--- config.mk ---
export PLATFORM = sky130hd
export DESIGN_NAME = exec_unit_pipe
export DESIGN_NICKNAME = d
export VERILOG_FILES = /design/src/rtl/exec_pkg.sv /design/src/rtl/exec_shifter.sv /design/src/rtl/exec_unit_pipe.sv
export SDC_FILE = /design/constraint.sdc
export NUM_CORES = 1
export LEC_CHECK = 0
export ABC_AREA = 1
export ABC_CLOCK_PERIOD_IN_PS = 2600
export CAP_MARGIN = 5
export CORE_MARGIN = 3
export CORE_UTILIZATION = 50
export DETAILED_ROUTE_END_ITERATION = 10
export GPL_TIMING_DRIVEN = 0
export PLACE_DENSITY = 0.77
export SLEW_MARGIN = 5
export SYNTH_ARGS = -nofsm -noshare
export SYNTH_HDL_FRONTEND = slang
export SYNTH_SLANG_ARGS = --single-unit
--- constraint.sdc ---
create_clock -name clk -period 2.6 [get_ports clk]
set_clock_uncertainty 0.05 [all_clocks]
set_input_delay 0.39 -clock clk [delete_from_list [all_inputs] [get_ports clk]]
set_output_delay 0.39 -clock clk [all_outputs]
set_load 0.005 [all_outputs]
--- src/rtl/exec_pkg.sv ---
// Shared encodings for the execute stage: instruction classes, ALU ops,
// branch conditions and the shift-sequencing FSM states.
package exec_pkg;

   localparam logic [2:0] CLS_ALU    = 3'd0;
   localparam logic [2:0] CLS_BRANCH = 3'd1;
   localparam logic [2:0] CLS_JUMP   = 3'd2;
   localparam logic [2:0] CLS_LOAD   = 3'd3;
   localparam logic [2:0] CLS_STORE  = 3'd4;

   localparam logic [3:0] ALU_ADD    = 4'd0;
   localparam logic [3:0] ALU_SUB    = 4'd1;
   localparam logic [3:0] ALU_SLL    = 4'd2;
   localparam logic [3:0] ALU_SLT    = 4'd3;
   localparam logic [3:0] ALU_SLTU   = 4'd4;
   localparam logic [3:0] ALU_XOR    = 4'd5;
   localparam logic [3:0] ALU_SRL    = 4'd6;
   localparam logic [3:0] ALU_SRA    = 4'd7;
   localparam logic [3:0] ALU_OR     = 4'd8;
   localparam logic [3:0] ALU_AND    = 4'd9;
   localparam logic [3:0] ALU_PASS_B = 4'd10;

   localparam logic [2:0] F3_BEQ  = 3'b000;
   localparam logic [2:0] F3_BNE  = 3'b001;
   localparam logic [2:0] F3_BLT  = 3'b100;
   localparam logic [2:0] F3_BGE  = 3'b101;
   localparam logic [2:0] F3_BLTU = 3'b110;
   localparam logic [2:0] F3_BGEU = 3'b111;

   typedef enum logic [1:0] {ST_IDLE, ST_SHIFT, ST_DONE} state_t;

   function automatic logic is_shift_op(input logic [3:0] op);
      return (op == ALU_SLL) || (op == ALU_SRL) || (op == ALU_SRA);
   endfunction

endpackage

--- src/rtl/exec_shifter.sv ---
// Iterative shifter: consumes up to SHIFT_STEP bits of shift amount per cycle
// after i_start; o_done rises once the remaining amount reaches zero.
module exec_shifter
   import exec_pkg::*;
#(
   parameter int XLEN       = 32,
   parameter int SHIFT_STEP = 4
) (
   input  logic                     clk,
   input  logic                     rst_n,
   input  logic                     i_start,
   input  logic [3:0]               i_op,
   input  logic [XLEN-1:0]          i_value,
   input  logic [$clog2(XLEN)-1:0]  i_shamt,
   output logic                     o_done,
   output logic [XLEN-1:0]          o_result
);

   localparam int SHW = $clog2(XLEN);
   localparam logic [SHW:0] STEP = (SHW+1)'(SHIFT_STEP);

   logic [SHW-1:0]  r_rem;
   logic [3:0]      r_op;
   logic [XLEN-1:0] r_val;
   logic [SHW-1:0]  w_step;
   logic [XLEN-1:0] w_next;

   always_comb begin
      w_step = r_rem;
      if ({1'b0, r_rem} > STEP) w_step = STEP[SHW-1:0];
      case (r_op)
         ALU_SLL: w_next = r_val << w_step;
         ALU_SRA: w_next = $signed(r_val) >>> w_step;
         default: w_next = r_val >> w_step;
      endcase
   end

   always_ff @(posedge clk or negedge rst_n) begin
      if (!rst_n) begin
         r_rem <= '0;
         r_op  <= ALU_ADD;
      end else if (i_start) begin
         r_rem <= i_shamt;
         r_op  <= i_op;
      end else begin
         r_rem <= r_rem - w_step;
      end
   end

   // working value is pure datapath; it is reloaded on every start
   always_ff @(posedge clk) begin
      if (i_start) r_val <= i_value;
      else         r_val <= w_next;
   end

   assign o_done   = (r_rem == '0);
   assign o_result = r_val;

endmodule

--- src/rtl/exec_unit_pipe.sv ---
// Execute stage: ALU, branch/jump resolution and load/store address generation
// feeding a one-entry output register with valid/ready backpressure.
module exec_unit_pipe
   import exec_pkg::*;
#(
   parameter int XLEN       = 32,
   parameter int PC_W       = 10,
   parameter int IMM_W      = 20,
   parameter int SHIFT_STEP = 4
) (
   input  logic              clk,
   input  logic              rst_n,
   input  logic              flush,
   input  logic              in_valid,
   output logic              in_ready,
   input  logic [2:0]        in_class,
   input  logic [3:0]        in_alu_op,
   input  logic [2:0]        in_funct3,
   input  logic [XLEN-1:0]   in_op0,
   input  logic [XLEN-1:0]   in_op1,
   input  logic [IMM_W-1:0]  in_imm,
   input  logic [PC_W-1:0]   in_pc,
   input  logic [4:0]        in_rd,
   output logic              out_valid,
   input  logic              out_ready,
   output logic [2:0]        out_class,
   output logic [2:0]        out_funct3,
   output logic [4:0]        out_rd,
   output logic [XLEN-1:0]   out_result,
   output logic              out_wb_en,
   output logic [XLEN-1:0]   out_mem_addr,
   output logic [XLEN-1:0]   out_store_data,
   output logic              redirect_valid,
   output logic [PC_W-1:0]   redirect_pc
);

   localparam int SHW = $clog2(XLEN);

   state_t          r_state, w_state_nxt;
   logic            w_out_free, w_accept, w_is_shift, w_sh_start;
   logic            w_nsh_load, w_sh_load, w_sh_done, w_taken, w_wb_en;
   logic [SHW-1:0]  w_shamt;
   logic [XLEN-1:0] w_alu, w_result, w_addr, w_sh_result;
   logic [PC_W-1:0] w_target, w_link;
   logic [4:0]      r_pend_rd;
   logic [2:0]      r_pend_f3;
   logic            r_pend_wb;
   logic [XLEN-1:0] r_pend_addr, r_pend_sdata;

   assign w_shamt    = in_op1[SHW-1:0];
   assign w_out_free = !out_valid || out_ready;
   assign in_ready   = rst_n && !flush && (r_state == ST_IDLE) && w_out_free;
   assign w_accept   = in_valid && in_ready;
   assign w_is_shift = (in_class == CLS_ALU) && is_shift_op(in_alu_op) && (w_shamt != '0);
   assign w_sh_start = w_accept && w_is_shift;
   assign w_nsh_load = w_accept && !w_is_shift;
   assign w_sh_load  = !flush && w_out_free &&
                       (((r_state == ST_SHIFT) && w_sh_done) || (r_state == ST_DONE));

   // shifts with a zero amount reach this path and simply pass op0 through
   always_comb begin
      w_alu = '0;
      case (in_alu_op)
         ALU_ADD:    w_alu = in_op0 + in_op1;
         ALU_SUB:    w_alu = in_op0 - in_op1;
         ALU_SLL,
         ALU_SRL,
         ALU_SRA:    w_alu = in_op0;
         ALU_SLT:    w_alu = {{(XLEN-1){1'b0}}, $signed(in_op0) < $signed(in_op1)};
         ALU_SLTU:   w_alu = {{(XLEN-1){1'b0}}, in_op0 < in_op1};
         ALU_XOR:    w_alu = in_op0 ^ in_op1;
         ALU_OR:     w_alu = in_op0 | in_op1;
         ALU_AND:    w_alu = in_op0 & in_op1;
         ALU_PASS_B: w_alu = in_op1;
         default:    w_alu = '0;
      endcase
   end

   always_comb begin
      w_taken = 1'b0;
      case (in_funct3)
         F3_BEQ:  w_taken = (in_op0 == in_op1);
         F3_BNE:  w_taken = (in_op0 != in_op1);
         F3_BLT:  w_taken = ($signed(in_op0) < $signed(in_op1));
         F3_BGE:  w_taken = ($signed(in_op0) >= $signed(in_op1));
         F3_BLTU: w_taken = (in_op0 < in_op1);
         F3_BGEU: w_taken = (in_op0 >= in_op1);
         default: w_taken = 1'b0;
      endcase
      if (in_class == CLS_JUMP)        w_taken = 1'b1;
      else if (in_class != CLS_BRANCH) w_taken = 1'b0;
   end

   assign w_target = in_pc + in_imm[PC_W-1:0];
   assign w_link   = in_pc + PC_W'(1);
   assign w_addr   = in_op0 + {{(XLEN-12){in_imm[11]}}, in_imm[11:0]};
   assign w_wb_en  = ((in_class == CLS_ALU) || (in_class == CLS_JUMP) ||
                      (in_class == CLS_LOAD)) && (in_rd != 5'd0);
   assign w_result = (in_class == CLS_ALU)  ? w_alu :
                     (in_class == CLS_JUMP) ? {{(XLEN-PC_W){1'b0}}, w_link} : '0;

   exec_shifter #(.XLEN(XLEN), .SHIFT_STEP(SHIFT_STEP)) u_shifter (
      .clk      (clk),
      .rst_n    (rst_n),
      .i_start  (w_sh_start),
      .i_op     (in_alu_op),
      .i_value  (in_op0),
      .i_shamt  (w_shamt),
      .o_done   (w_sh_done),
      .o_result (w_sh_result)
   );

   always_comb begin
      w_state_nxt = r_state;
      case (r_state)
         ST_IDLE:  if (w_sh_start) w_state_nxt = ST_SHIFT;
         ST_SHIFT: if (flush) w_state_nxt = ST_IDLE;
                   else if (w_sh_done) w_state_nxt = w_out_free ? ST_IDLE : ST_DONE;
         ST_DONE:  if (flush || w_out_free) w_state_nxt = ST_IDLE;
         default:  w_state_nxt = ST_IDLE;
      endcase
   end

   always_ff @(posedge clk or negedge rst_n) begin
      if (!rst_n) r_state <= ST_IDLE;
      else        r_state <= w_state_nxt;
   end

   // side fields of a shift instruction wait here while the shifter runs
   always_ff @(posedge clk) begin
      if (w_sh_start) begin
         r_pend_rd    <= in_rd;
         r_pend_f3    <= in_funct3;
         r_pend_wb    <= w_wb_en;
         r_pend_addr  <= w_addr;
         r_pend_sdata <= in_op1;
      end
   end

   always_ff @(posedge clk or negedge rst_n) begin
      if (!rst_n) begin
         out_valid      <= 1'b0;
         out_class      <= '0;
         out_funct3     <= '0;
         out_rd         <= '0;
         out_result     <= '0;
         out_wb_en      <= 1'b0;
         out_mem_addr   <= '0;
         out_store_data <= '0;
         redirect_valid <= 1'b0;
         redirect_pc    <= '0;
      end else if (flush) begin
         out_valid      <= 1'b0;
         redirect_valid <= 1'b0;
      end else if (w_nsh_load) begin
         out_valid      <= 1'b1;
         out_class      <= in_class;
         out_funct3     <= in_funct3;
         out_rd         <= in_rd;
         out_result     <= w_result;
         out_wb_en      <= w_wb_en;
         out_mem_addr   <= w_addr;
         out_store_data <= in_op1;
         redirect_valid <= w_taken;
         redirect_pc    <= w_target;
      end else if (w_sh_load) begin
         out_valid      <= 1'b1;
         out_class      <= CLS_ALU;
         out_funct3     <= r_pend_f3;
         out_rd         <= r_pend_rd;
         out_result     <= w_sh_result;
         out_wb_en      <= r_pend_wb;
         out_mem_addr   <= r_pend_addr;
         out_store_data <= r_pend_sdata;
         redirect_valid <= 1'b0;
      end else begin
         redirect_valid <= 1'b0;
         if (out_ready) out_valid <= 1'b0;
      end
   end

endmodule

# Word-level counts from Yosys, hierarchy flattened
# Cells that the tools add are included.
[op_classes]
addsub = 6
n_lt_le_gt_ge = 5
eq_ne = 27
shifts = 3
mux = 36
bitwise = 4
reduce_logical = 35
[op_table]
columns = ["operator", "n"]
rows = [
  ["case mux 32 bit (9 select lines)", 1],
  ["two-way mux 32 bit", 8],
  ["adder 32 bit", 2],
  ["greater-or-equal comparator 32 bit", 2],
  ["< comparator 32 bit", 2],
  ["case mux 32 bit (2 select lines)", 1],
  ["AND 32 bit", 1],
  ["equality test 32 bit", 1],
  ["!= test 32 bit", 1],
  ["OR 32 bit", 1],
  ["left shift 32 x 5 -> 32 bit", 1],
  [">> shifter 32 x 5 -> 32 bit", 1],
  [">>> shifter 32 x 5 -> 32 bit", 1],
  ["subtractor 32 bit", 1],
  ["bitwise XOR 32 bit", 1],
  ["equality test 4 x 3 -> 1 bit (second input constant)", 5],
  ["two-way mux 5 bit", 4],
  ["equality test 3 bit (second input constant)", 4],
  ["equality test 4 x 2 -> 1 bit (second input constant)", 3],
  ["equality test 4 bit (second input constant)", 3],
  ["logical AND 1 bit", 12],
  ["two-way mux 3 bit", 4],
  ["adder 10 x 1 -> 10 bit (second input constant)", 1],
  ["adder 10 bit", 1],
  ["28 further kinds", 54],
]
[word_totals]
reg_bits = 236
in_bits = 114
out_inout_bits = 121
wordCells = 135

# Depth between registers and ports, before layout
[depth]
ltp_word = 9
depth_mapped = 18
depth_no_buf = 18

# Cells and area by module
# From an unflattened synthesis, not the netlist that was laid out.
[hier_totals]
cells_unflattened = 3000
area_unflattened_um2 = 20016.7
[by_module_without_submodules]
columns = ["mod", "n_inst", "cells_each", "area_each_um2", "seq_area_each_um2"]
rows = [
  ["exec_unit_pipe", 1, 2328, 16349.4, 5245.0],
  ["exec_shifter", 1, 672, 3667.3, 865.8],
]

# Worst setup path before layout
# OpenSTA, ideal clock, no wires.
[synth_path]
path_type = "in2reg"
from = "input out_ready"
to = "register r_pend_addr[0], enable pin"
setup_ns = 0.401
t_arrival_ns = 2.324
required_time_ns = 2.149
path_slack_ns = -0.175
path_stages = 8
path_buffers = 2
cell_sequence = "inv_1 nand2_1 nand2_1 nor3b_2 nand2_1 nor2_2 buf_2 buf_2"
[synth_via]
elab_chain_cells = 4
[synth_lines]
columns = ["item", "line_no", "text"]
rows = [
  ["start, declared", "exec_unit_pipe.sv:25", "input logic out_ready,"],
  ["logical OR 1 bit", "exec_unit_pipe.sv:51", "assign w_out_free = !out_valid || out_ready;"],
  ["logical AND 1 bit", "exec_unit_pipe.sv:52", "assign in_ready = rst_n && !flush && (r_state == ST_IDLE) && w_out_free;"],
  ["named net in_ready", "exec_unit_pipe.sv:15", "output logic in_ready,"],
  ["logical AND 1 bit", "exec_unit_pipe.sv:53", "assign w_accept = in_valid && in_ready;"],
  ["logical AND 1 bit", "exec_unit_pipe.sv:55", "assign w_sh_start = w_accept && w_is_shift;"],
  ["named net u_shifter.i_start", "exec_shifter.sv:11", "input logic i_start,"],
  ["end signal, assigned", "exec_unit_pipe.sv:135", "r_pend_addr <= w_addr;"],
  ["end, declared", "exec_unit_pipe.sv:48", "logic [XLEN-1:0] r_pend_addr, r_pend_sdata;"],
]
# The timed path passes the listed nets, and every way through them passes these cells.
# A chain may end at the register's enable or synchronous reset.

# Worst setup path in the final report
[layout_path]
from = "input in_op0[29]"
to = "register redirect_valid"
[layout_via]
elab_chain_cells = 6
word_cells_on_any_way = 11
classes_between = "4 x order compare; 2 x eq/ne; 5 x mux"
[layout_lines]
columns = ["item", "line_no", "text"]
rows = [
  ["start, declared", "exec_unit_pipe.sv:19", "input logic [XLEN-1:0] in_op0,"],
  ["greater-or-equal comparator 32 bit (tied with other cells)", "exec_unit_pipe.sv:87", "F3_BGEU: w_taken = (in_op0 >= in_op1);"],
  ["case mux 1 bit (6 select lines) (*)", "exec_unit_pipe.sv:81", "case (in_funct3)"],
  ["two-way mux 1 bit (*)", "exec_unit_pipe.sv:91", "else if (in_class != CLS_BRANCH) w_taken = 1'b0;"],
  ["two-way mux 1 bit (*)", "exec_unit_pipe.sv:90", "if (in_class == CLS_JUMP) w_taken = 1'b1;"],
  ["two-way mux 1 bit (*)", "exec_unit_pipe.sv:155", "end else if (w_nsh_load) begin"],
  ["two-way mux 1 bit (*)", "exec_unit_pipe.sv:152", "end else if (flush) begin"],
  ["end signal, assigned", "exec_unit_pipe.sv:164", "redirect_valid <= w_taken;"],
  ["end, declared", "exec_unit_pipe.sv:33", "output logic redirect_valid,"],
]
# Every way passes the cells marked *; elsewhere a longest branch is shown, timed or not.

==> results.rst <==
.. list-table::
   :header-rows: 1

   * - Metric
     - Value
   * - Final weighted congestion in routability-driven placement
     - 1.113
   * - Pin count of the biggest net entering global routing
     - 83
   * - Headroom to the max-slew limit
     - 37.00%
   * - CP cell instances
     - clkdlybuf4s15_2 -> inv_1 -> ha_1 -> clkbuf_4 -> nor2_2 -> nand2_1 -> nor3_4 -> buf_4 -> buf_4 -> a21oi_4 -> buf_12 -> nand2_1 -> nand2_1 -> nand3_1 -> nand2_1 -> nand3_1 -> nand2_1 -> a21oi_1
   * - Number of setup violations in the final report
     - 3
   * - Number of sinks handled by clock tree synthesis
     - 236
   * - Final antenna-violating net count
     - 0
   * - Setup crit end kind
     - flip-flop
   * - Net count after synthesis
     - 3138
   * - Overall die area
     - 41550 um2
   * - Leak
     - 10.98 nW
   * - Number of global-route vias before repair
     - 22270
   * - Half-perimeter wire length of the detailed placement result
     - 72550 um
   * - Global route overflow
     - 0
   * - Worst slack, placed
     - -1.312 ns
   * - R2r setup slk
     - 0.05 ns
   * - Mean cell area of the mapped netlist
     - 6.791 um2
   * - Drt initial violations
     - 3252
   * - Wire length after detailed routing
     - 93810 um
   * - Via count
     - 23580
   * - Number of max-slew violations in the final report
     - 0
   * - Number of failing hold endpoints at the final stage
     - 0
   * - Origin of the worst min-delay path
     - in_op1[17]
   * - Num rows
     - 71
   * - Max FO, Critical Path
     - 9
   * - Clock root cell
     - sky130_fd_sc_hd__clkbuf_16
   * - Initial antenna violation count
     - 7
   * - Count of unique library cells instantiated by Yosys
     - 60
   * - Total of flip-flops plus latches after synthesis
     - 236
   * - Actual slew at the worst max-slew pin
     - 0.9373 ns
   * - Layout cell share with drive strength beyond 1
     - 11.22%
   * - Dominant synthesized flop cell
     - sky130_fd_sc_hd__dfrtp_1
   * - Number of nets at the end of the flow
     - 3407
   * - Count of flip-flops with a built-in enable after synthesis
     - 73
   * - Worst hold path endpoint
     - r_pend_sdata[17]
   * - Total Power
     - 16.29 mW
   * - Initial Utilization
     - 51.35%
   * - Gr usage total
     - 43.21%
   * - Power Dens Cells
     - 669.4 nW/um2
   * - Worst flop-to-flop path startpoint
     - u_shifter.r_rem[3]
   * - Launching element type of the critical path
     - input port
   * - Area of all placed cells without fillers
     - 24330 um2
   * - Critical path class
     - in2reg
   * - Part of the Yosys area used for sequential elements
     - 31.22%
   * - Clock slew at reported path FFs
     - 0.06 ns
   * - Slowest cell on the critical path
     - sky130_fd_sc_hd__clkdlybuf4s15_2
   * - TritonCTS buffer count
     - 28
   * - Setup repair after global routing missed its margin
     - true
   * - Post-Place Cell Area
     - 22510 um2
   * - Path depth of the worst reg2reg path
     - 12
   * - Area Growth Syn to Fin
     - 24.31%
   * - Yosys warning total
     - 0
   * - Die extent in y
     - 203.8 um
   * - Result of the run
     - finished, violations left
   * - Crit path arrival time
     - 3.11 ns
   * - Number of top-level pins
     - 235
   * - WL/cell
     - 25.44 um
   * - Number of buffers and inverters on the critical path
     - 6
   * - Maximum vdd ir drop
     - 0.5764 mV
   * - Detailed-routing iteration count for the pre-antenna-repair pass
     - 8
   * - CTS H-tree lvls
     - 1
   * - Fmax
     - 0.3774 GHz
   * - Depth of the worst hold-timing path
     - 1
   * - Avg Vias per Cell
     - 6.396
   * - Post-synthesis instance area
     - 19570 um2
   * - CP delay by family, top
     - buffers and inverters
   * - TritonCTS clock tree
     - yes
   * - Library cell appearing most often on the critical path
     - sky130_fd_sc_hd__nand2_1
   * - Failing checks
     - negative setup slack
   * - Crit. path cell count
     - 18
   * - Global-route wire length before repair
     - 136500 um
   * - Data required time at the worst endpoint
     - 3.06 ns
   * - Post-Synthesis Cells
     - 2882
   * - Max-capacitance violation count
     - 0
   * - Period minus WS final
     - 2.650 ns
   * - Horiz. Die Dim
     - 203.8 um
   * - Async set or reset register ratio after synthesis
     - 55.51%
   * - Endpoint of the lowest-slack register-to-register path
     - out_store_data[21]
   * - Path type of the worst min-delay path
     - in2reg
   * - Final Cycle Share
     - 101.9%
   * - Largest buffer count on any clock path
     - 3
   * - Port Buffers
     - 226
   * - Worst path max stage delay
     - 0.42 ns
   * - Core Area
     - 38110 um2
   * - Clock Latency Late Sink
     - 0.59 ns
   * - Post-route DRC
     - 0
   * - Slack of the critical path
     - -0.04993 ns
==> cell families after synthesis <==
kind of cell	after synthesis	share of synthesized area [%]
compound gates	745	21.47
xor+xnor	33	1.477
fa+ha+maj	142	9.232
buf+inv	443	9.180
flops	236	31.22
mux	2	0.1023
other cells	1	0.01916
simple gates	1280	27.30
==> timing repair <==
item                       CTS  global route
gates cloned                 0             1
gates resized for setup    163           171
setup buffers                6             3
hold buffers                 2             0
pin swaps                    5             8
setup endpoints to repair  161           179
hold endpoints to repair    69             0
==> synth_stat cells, types with 5 or more instances <==
library cell / count / area share [%]
sky130_fd_sc_hd__inv_1: 301 / 5.8
sky130_fd_sc_hd__nor2_2: 6 / 0.19
sky130_fd_sc_hd__xnor2_1: 9 / 0.40
sky130_fd_sc_hd__xor2_1: 24 / 1.1
sky130_fd_sc_hd__o211ai_1: 21 / 0.81
sky130_fd_sc_hd__and2_1: 5 / 0.16
sky130_fd_sc_hd__o21a_1: 7 / 0.27
sky130_fd_sc_hd__dfrtp_1: 131 / 17
sky130_fd_sc_hd__a221oi_1: 8 / 0.36
sky130_fd_sc_hd__a211oi_1: 29 / 1.1
sky130_fd_sc_hd__nand2_2: 5 / 0.16
sky130_fd_sc_hd__nor2_1: 284 / 5.4
sky130_fd_sc_hd__ha_1: 138 / 8.8
sky130_fd_sc_hd__o21ai_0: 226 / 5.8
sky130_fd_sc_hd__o21ai_1: 98 / 2.5
sky130_fd_sc_hd__o2111ai_1: 5 / 0.22
sky130_fd_sc_hd__inv_2: 21 / 0.40
sky130_fd_sc_hd__a21oi_1: 210 / 5.4
sky130_fd_sc_hd__o21bai_1: 19 / 0.73
sky130_fd_sc_hd__nand4_1: 22 / 0.70
sky130_fd_sc_hd__buf_1: 8 / 0.15
sky130_fd_sc_hd__a31oi_1: 28 / 0.90
sky130_fd_sc_hd__nand2_1: 683 / 13
sky130_fd_sc_hd__dfxtp_1: 32 / 3.3
sky130_fd_sc_hd__o22ai_1: 59 / 1.9
sky130_fd_sc_hd__a21o_1: 6 / 0.23
sky130_fd_sc_hd__buf_2: 45 / 1.2
sky130_fd_sc_hd__a22oi_1: 5 / 0.19
sky130_fd_sc_hd__clkbuf_1: 49 / 0.94
sky130_fd_sc_hd__or2_2: 16 / 0.51
sky130_fd_sc_hd__buf_4: 13 / 0.50
sky130_fd_sc_hd__edfxtp_1: 73 / 11
sky130_fd_sc_hd__nand3_1: 194 / 5.0
sky130_fd_sc_hd__nor3_1: 47 / 1.2
sky130_fd_sc_hd__a32oi_1: 6 / 0.27
sky130_fd_sc_hd__nor4_1: 5 / 0.16
==> state kept, by name (all words and copies together), names as in the netlist <==
name,flops
out_class,3
out_funct3,3
out_mem_addr,32
out_rd,5
out_result,32
out_store_data,32
out_valid,1
out_wb_en,1
r_pend_addr,32
r_pend_f3,3
r_pend_rd,5
r_pend_sdata,32
r_pend_wb,1
r_state,2
redirect_pc,10
redirect_valid,1
u_shifter.o_result,32
u_shifter.r_op,4
u_shifter.r_rem,5
==> worst max path at each step <==
| stage | from | endpoint | slack (ns) |
|---|---|---|---|
| floorplan | out_ready | r_pend_addr[0] | 0.23 |
| global placement | rst_n | r_pend_addr[1] | -6.01 |
| detailed placement | in_op0[31] | redirect_valid | -1.31 |
| CTS | in_op0[0] | redirect_valid | -0.02 |
| global route | in_op1[21] | out_result[27] | -0.11 |
| finish | in_op0[29] | redirect_valid | -0.05 |
==> where the power goes <==
part	leakage [nW]	switching (mW)	internal [mW]	total, mW
registers	2.50	0.667	4.50	5.16
clock network	0.474	1.73	2.55	4.28
logic	8.01	4.32	2.52	6.84
total	11.0	6.72	9.56	16.3
==> cell type report <==
| class | count | area, um2 |
|---|---|---|
| well taps | 511 | 639.4 |
| plain buffers | 119 | 670.6 |
| repair buffers | 239 | 2417 |
| inverters | 324 | 1230 |
| clock inverters | 16 | 242.7 |
| clock buffers | 36 | 750.7 |
| fillers | 3345 | 13780 |
| multi-input cells | 2203 | 12260 |
| flip-flops and latches | 236 | 6111 |
| diodes | 3 | 7.507 |
==> cells in the final DEF, fill, tap and decap left out, drive strengths merged, types with 104 or more instances in the layout <==
| cell | instances |
|---|---|
| dfrtp | 131 |
| inv | 324 |
| a21oi | 214 |
| ha | 138 |
| clkbuf | 104 |
| nand2 | 690 |
| o21ai | 326 |
| clkdlybuf4s50 | 175 |
| nand3 | 195 |
| nor2 | 294 |
==> worst register-to-register path: stages, from the launching register on <==
cell,delay (ns)
sky130_fd_sc_hd__dfrtp_1,0.41
sky130_fd_sc_hd__nor2_4,0.06
sky130_fd_sc_hd__nand2_4,0.16
sky130_fd_sc_hd__inv_4,0.10
sky130_fd_sc_hd__nand2_2,0.19
sky130_fd_sc_hd__nor2_2,0.07
sky130_fd_sc_hd__o21ai_4,0.25
sky130_fd_sc_hd__nand2_2,0.20
sky130_fd_sc_hd__inv_2,0.16
sky130_fd_sc_hd__clkbuf_4,0.32
sky130_fd_sc_hd__buf_4,0.28
sky130_fd_sc_hd__nand2_1,0.08
sky130_fd_sc_hd__o21ai_0,0.10
==> metrics by stage <==
| step | TNS (ns) | utilization (%) | hold slack (ns) | cells |
|---|---|---|---|---|
| 2_1_floorplan | 0 | - | 0.04441 | 2882 |
| 3_3_place_gp | -1832.78 | 58.97 | 0.3958 | 3619 |
| 3_5_place_dp | -206.62 | 59.07 | 0.4083 | 3620 |
| 4_1_cts | -0.02005 | 62.59 | 0.1771 | 3680 |
| 5_1_grt | -0.3647 | 63.83 | 0.04162 | 3685 |
| 6_report | -0.05664 | 63.84 | 0.04830 | 3687 |
==> layer usage <==
metal	up-vias	wire length, um	track usage [%]
li1	10270	-	-
met5	-	37	0
met1	11080	34490	53.88
met2	1803	40050	66.29
met4	6	7365	27.51
met3	426	11870	11.82
No activity file was read; power rests on OpenSTA's default activity.
